--- src/rtl/branch_predictor.sv ---
// Branch predictor: direct-mapped table of {valid, tag, 2-bit counter, target}.
// Fetch lookups are combinational and always see the pre-update table. Resolved
// conditional branches train the table. A misprediction produces a registered
// one-cycle redirect pulse and bumps a saturating counter.
//
// Handshake: there is no back-pressure. i_fetch_valid qualifies the fetch lookup
// in the same cycle. i_res_valid qualifies the resolution bundle and is consumed
// on the rising edge where it is high. o_redirect is a valid-only pulse, and
// o_redirect_pc is meaningful only while o_redirect is high.
module branch_predictor #(
    parameter int ENTRIES = 16,
    parameter int XLEN    = 32
) (
    input  logic            i_clk,
    input  logic            i_rst_n,
    input  logic            i_fetch_valid,
    input  logic [XLEN-1:0] i_fetch_pc,
    output logic            o_pred_taken,
    output logic [XLEN-1:0] o_pred_target,
    input  logic            i_res_valid,
    input  logic            i_res_is_branch,
    input  logic [XLEN-1:0] i_res_pc,
    input  logic            i_res_taken,
    input  logic [XLEN-1:0] i_res_target,
    input  logic            i_res_pred_taken,
    input  logic [XLEN-1:0] i_res_pred_target,
    output logic            o_redirect,
    output logic [XLEN-1:0] o_redirect_pc,
    output logic [15:0]     o_mispredict_cnt
);

    localparam int IW = $clog2(ENTRIES);
    localparam int TW = XLEN - IW - 2;

    // Table storage
    logic [ENTRIES-1:0] r_valid;
    logic [TW-1:0]      r_tag [ENTRIES];
    logic [1:0]         r_ctr [ENTRIES];
    logic [XLEN-1:0]    r_tgt [ENTRIES];

    logic            r_redirect;
    logic [XLEN-1:0] r_redirect_pc;
    logic [15:0]     r_mispredict_cnt;

    logic [IW-1:0] w_fetch_idx;
    logic [TW-1:0] w_fetch_tag;
    logic          w_fetch_hit;
    logic [IW-1:0] w_res_idx;
    logic [TW-1:0] w_res_tag;
    logic          w_res_hit;
    logic          w_update;
    logic          w_mispredict;
    logic [1:0]    w_ctr_next;
    logic [XLEN-1:0] w_redirect_pc_next;
    logic          w_unused_lsbs;

    // The low two PC bits never select or tag an entry.
    assign w_unused_lsbs = ^{i_fetch_pc[1:0], i_res_pc[1:0]};

    assign w_fetch_idx = i_fetch_pc[IW+1:2];
    assign w_fetch_tag = i_fetch_pc[XLEN-1:IW+2];
    assign w_res_idx   = i_res_pc[IW+1:2];
    assign w_res_tag   = i_res_pc[XLEN-1:IW+2];

    // Fetch-side lookup, reading current (pre-update) table contents
    always_comb begin
        w_fetch_hit   = r_valid[w_fetch_idx] && (r_tag[w_fetch_idx] == w_fetch_tag);
        o_pred_taken  = i_fetch_valid && w_fetch_hit && r_ctr[w_fetch_idx][1];
        o_pred_target = o_pred_taken ? r_tgt[w_fetch_idx] : (i_fetch_pc + XLEN'(4));
    end

    // Resolution decode: hit detection, counter step, mispredict and redirect target
    always_comb begin
        w_update  = i_res_valid && i_res_is_branch;
        w_res_hit = r_valid[w_res_idx] && (r_tag[w_res_idx] == w_res_tag);
        w_ctr_next = r_ctr[w_res_idx];
        if (i_res_taken) begin
            if (r_ctr[w_res_idx] != 2'b11) w_ctr_next = r_ctr[w_res_idx] + 2'd1;
        end else begin
            if (r_ctr[w_res_idx] != 2'b00) w_ctr_next = r_ctr[w_res_idx] - 2'd1;
        end
        w_mispredict = w_update &&
                       ((i_res_taken != i_res_pred_taken) ||
                        (i_res_taken && (i_res_target != i_res_pred_target)));
        w_redirect_pc_next = i_res_taken ? i_res_target : (i_res_pc + XLEN'(4));
    end

    // Table training: hits step the counter; taken misses allocate as weak-taken
    always_ff @(posedge i_clk or negedge i_rst_n) begin
        if (!i_rst_n) begin
            r_valid <= '0;
            for (int i = 0; i < ENTRIES; i++) begin
                r_tag[i] <= '0;
                r_ctr[i] <= 2'b01;
                r_tgt[i] <= '0;
            end
        end else if (w_update) begin
            if (w_res_hit) begin
                r_ctr[w_res_idx] <= w_ctr_next;
                if (i_res_taken) r_tgt[w_res_idx] <= i_res_target;
            end else if (i_res_taken) begin
                r_valid[w_res_idx] <= 1'b1;
                r_tag[w_res_idx]   <= w_res_tag;
                r_ctr[w_res_idx]   <= 2'b10;
                r_tgt[w_res_idx]   <= i_res_target;
            end
        end
    end

    // Redirect pulse and saturating mispredict count, one cycle after resolution
    always_ff @(posedge i_clk or negedge i_rst_n) begin
        if (!i_rst_n) begin
            r_redirect       <= 1'b0;
            r_redirect_pc    <= '0;
            r_mispredict_cnt <= '0;
        end else begin
            r_redirect <= w_mispredict;
            if (w_mispredict) begin
                r_redirect_pc <= w_redirect_pc_next;
                if (r_mispredict_cnt != 16'hFFFF) r_mispredict_cnt <= r_mispredict_cnt + 16'd1;
            end
        end
    end

    assign o_redirect       = r_redirect;
    assign o_redirect_pc    = r_redirect_pc;
    assign o_mispredict_cnt = r_mispredict_cnt;

endmodule

--- config.mk ---
export PLATFORM = sky130hd
export DESIGN_NAME = branch_predictor
export DESIGN_NICKNAME = d
export VERILOG_FILES = /design/src/rtl/branch_predictor.sv
export SDC_FILE = /design/constraint.sdc
export NUM_CORES = 2
export LEC_CHECK = 0
export BUFFER_PORTS_ARGS = -buffer_cell sky130_fd_sc_hd__buf_2
export CAP_MARGIN = 20
export CORE_MARGIN = 1
export CORE_UTILIZATION = 45
export DETAILED_ROUTE_END_ITERATION = 12
export SLEW_MARGIN = 10
export SYNTH_ARGS = -nofsm -noshare
export SYNTH_HDL_FRONTEND = slang
export SYNTH_SLANG_ARGS = --single-unit
--- constraint.sdc ---
create_clock -name i_clk -period 6.5 [get_ports i_clk]
set_input_delay 1.3 -clock i_clk [delete_from_list [all_inputs] [get_ports i_clk]]
set_output_delay 1.3 -clock i_clk [all_outputs]
set_load 0.02 [all_outputs]
==> summary.md <==
| Metric | Value |
|---|---|
| Status | `complete, no violations` |
| Max-cap violations | `0` |
| Drt pass-1 iters | `6` |
| Met3 WL | `16870 um` |
| Fill count | `10020` |
| Initial Util | `45.52%` |
| Crit path launch type | `primary input` |
| Final core utilization | `51.18%` |
| Pwr dens | `288.6 nW/um^2` |
| Final setup fails | `0` |
| Row Count | `125` |
| Async SR Flop Fraction | `100.0%` |
| Met2 WL | `79800 um` |
| Clock latency on the worst-skew pair | `0.73 ns` |
| Port bufs | `216` |
| Cells along the critical path | `buf_8 > buf_12 > buf_4 > mux4_2 > mux2i_1 > o22ai_1 > a21oi_1 > nand2_1 > nor4_1 > nand3_2 > buf_12 > mux2_1 > buf_2` |
| Reg-to-Reg End | `r_tag[210]$_DFFE_PN0P_` |
| Sink Count | `1025` |
| Clk_skew | `0.05136 ns` |
| Final worst path period share | `95.43%` |
| R2r setup slk | `2.45 ns` |
| Top cell by count, worst path | `buf_12` |
| GR Util All Layers | `30.01%` |
| Hold depth | `2` |
| Cell area after layout | `59550 sq um` |
| Syn_nets | `4318` |
| Core region area | `116400 sq um` |
| Slew headroom | `21.40%` |
| Initial DRC Count | `3975` |
| Initial antenna violation count | `23` |
| Crit path buffers/inverters | `5` |
| Residual DRC count | `0` |
| Most common cell after layout, fill and taps aside | `dfrtp_1` |
| Root Buffer | `clkbuf_16` |
| Ports | `217` |
| Antenna Nets Post-Route | `0` |
| Min-delay worst type | `reg -> reg` |
| Die Height | `345.1 um` |
| CTS tree | `built` |
| Reg2reg start | `r_tag[137]$_DFFE_PN0P_` |
| Max Slew Vio Count | `0` |
| Hold Startpoint | `r_tgt[135]$_DFFE_PN0P_` |
| Critical Path RT | `5.20 ns` |
| R2R cell count | `11` |
| First-pass GRT wire length | `262200 um` |
| CP arrival | `4.90 ns` |
| Cell count along the critical path | `13` |
| Syn Area/Cell | `12.68 sq um` |
| Clock Path Buffers | `3` |
| Most frequent cells in the layout | `dfrtp_1 (1009), nand2_1 (900), mux2_2 (529)` |
| Die W | `345.1 um` |
| Layout cells sized above 1 | `34.52%` |
| Flops & latches, synth | `1025` |
| Vias in the first global route | `36480` |
| Largest net degree at the start of global routing | `136` |
| Cts hold-fix bufs | `0` |
| CP max stage delay | `0.50 ns` |
| Mapped Area | `52960 sq um` |
| Non-Filler Instances | `5877` |
| Vias/cell | `6.225` |
| Peak VDD IR | `0.2267 mV` |
| Area after DPL | `55770 sq um` |
| Gates resized, CTS repair | `0` |
| Die area | `119100 sq um` |
| Nets | `4400` |
| Multi-input gate area | `25560 sq um` |
| # H-tree levels | `3` |
| P_leak | `27.77 nW` |
| Num CTS Buffers | `109` |
| PnR Total Power | `17.18 mW` |
| Highest metal used | `met5` |
| Post-synthesis sequential area ratio | `48.47%` |
| Setup tns final | `0 ns` |
| Placed cell count | `5672` |
| Slew @ Worst Pin | `1.176 ns` |
| Worst Path Max Fanout | `33` |
| Synth warn | `0` |
| Prevailing post-synth register cell | `dfrtp_1` |
| Yosys cell types | `73` |
| Post-CTS Setup Inserts | `0` |
| Period minus WS final | `6.203 ns` |
| WL final | `178200 um` |
| Maximum clock rate | `161.2 MHz` |
| RSZ-0062 raised after global routing | `no` |
| Routed wire length per instance | `30.32 um` |
| Hold Fails Final Rpt | `0` |
| Clock transition at path regs | `0.06 ns` |
| Crit path max-delay family | `multiplexers` |
| Number of synthesized flops with an enable pin | `0` |
| Vias | `36590` |
| HPWL after DPL | `113500 um` |
| Worst setup EP type | `output pin` |
| Hold path endpoint | `r_tgt[135]$_DFFE_PN0P_` |
| Reg area | `25670 sq um` |
| Global placement routability congestion | `0.9123` |
| Syn Inst Count | `4177` |
| Grt ovf | `0` |
| CP Class | `in -> out` |
| Slowest-stage cell, CP | `mux4_2` |
| Area growth from synthesis to layout | `12.44%` |
| Routed length on met1 | `74490 um` |
## state kept, by name, summed over array words and instances, names as in the netlist
| signal | count |
|---|---|
| r_tgt | 512 |
| r_tag | 416 |
| o_redirect_pc | 32 |
| r_ctr | 32 |
| o_mispredict_cnt | 16 |
| r_valid | 16 |
| o_redirect | 1 |
## cells in the mapped netlist (5+ instances only)
master | count | area, sq um
dfrtp_1 | 1009 | 25250
nand2_1 | 915 | 3435
mux2_2 | 529 | 5957
mux4_2 | 374 | 8423
clkbuf_1 | 252 | 945.9
mux2_1 | 205 | 2308
mux2i_1 | 95 | 950.9
xnor2_1 | 95 | 832.1
nor2_1 | 63 | 236.5
o21ai_0 | 59 | 295.3
xor2_1 | 57 | 499.2
nand3_1 | 38 | 190.2
buf_2 | 37 | 185.2
buf_4 | 32 | 240.2
nand4_1 | 29 | 181.4
buf_1 | 27 | 101.4
a21oi_1 | 25 | 125.1
buf_6 | 24 | 270.3
a22oi_1 | 23 | 172.7
and3_1 | 22 | 137.6
inv_1 | 22 | 82.58
a31oi_1 | 19 | 118.9
and2_1 | 18 | 112.6
nor3_1 | 17 | 85.08
dfstp_2 | 16 | 420.4
o211ai_1 | 15 | 112.6
or2_2 | 14 | 87.58
nor4_1 | 11 | 68.82
nand2b_1 | 9 | 56.30
nor2_4 | 9 | 101.4
a311oi_1 | 8 | 70.07
or2_1 | 8 | 50.05
nor2b_1 | 7 | 43.79
a211oi_1 | 6 | 45.04
a22o_1 | 6 | 52.55
ha_1 | 6 | 75.07
o41ai_1 | 5 | 43.79
## tightest hold or removal path: cells and delay by family (launching register included)
family	cells	cell delay (ns)
flops	1	0.34
simple gates	2	0.10
## power breakdown
group	switching, mW	internal [mW]
Combinational	1.41	1.41
Sequential	0.571	7.24
Clock	2.73	3.82
## cell type report
cell class	instances	area share, %
antenna	5	0.02101
timing repair buffer	345	4.280
clock buffer	163	5.391
inverter	24	0.1513
sequential	1025	43.11
clock inverter	37	0.9308
multi-input combinational	2754	42.92
tap	1524	3.202
## metrics by stage
step | worst slack (ns) | hold WS (ns)
detailed placement | 0.3896 | 0.4590
global placement | 0.3959 | 0.4523
global route | 0.08276 | 0.4861
CTS | 0.3515 | 0.4738
floorplan | 0.6375 | 0.4405
finish | 0.2971 | 0.4696
## kinds of logic after synthesis
group,count (synthesis),share of synthesized area (%)
buffers and inverters,398,3.499
multiplexers,1203,33.30
flip-flops,1025,48.47
AO/OA/AOI/OAI,204,2.573
XOR/XNOR,152,2.514
adder cells (fa/ha/maj),8,0.1795
AND/OR/NAND/NOR,1187,9.464
## routing by layer
layer | global-route usage [%] | vias up
met1 | 42.17 | 19290
met2 | 45.07 | 1779
met3 | 7.938 | 387
met4 | 10.35 | 10
met5 | 0 | -
li1 | - | 15120
## worst max path at each step
stage / endpoint / slack [ns] / startpoint
after CTS: o_pred_target[24] / 0.35 / i_fetch_pc[2]
final: o_pred_target[28] / 0.30 / i_fetch_pc[2]
after global placement: o_pred_target[28] / 0.40 / i_fetch_pc[2]
after global routing: o_pred_target[28] / 0.08 / i_fetch_pc[2]
after detailed placement: o_pred_target[24] / 0.39 / i_fetch_pc[2]
after floorplan: o_pred_target[10] / 0.64 / i_fetch_pc[2]
No activity file was read; power rests on OpenSTA's default activity.
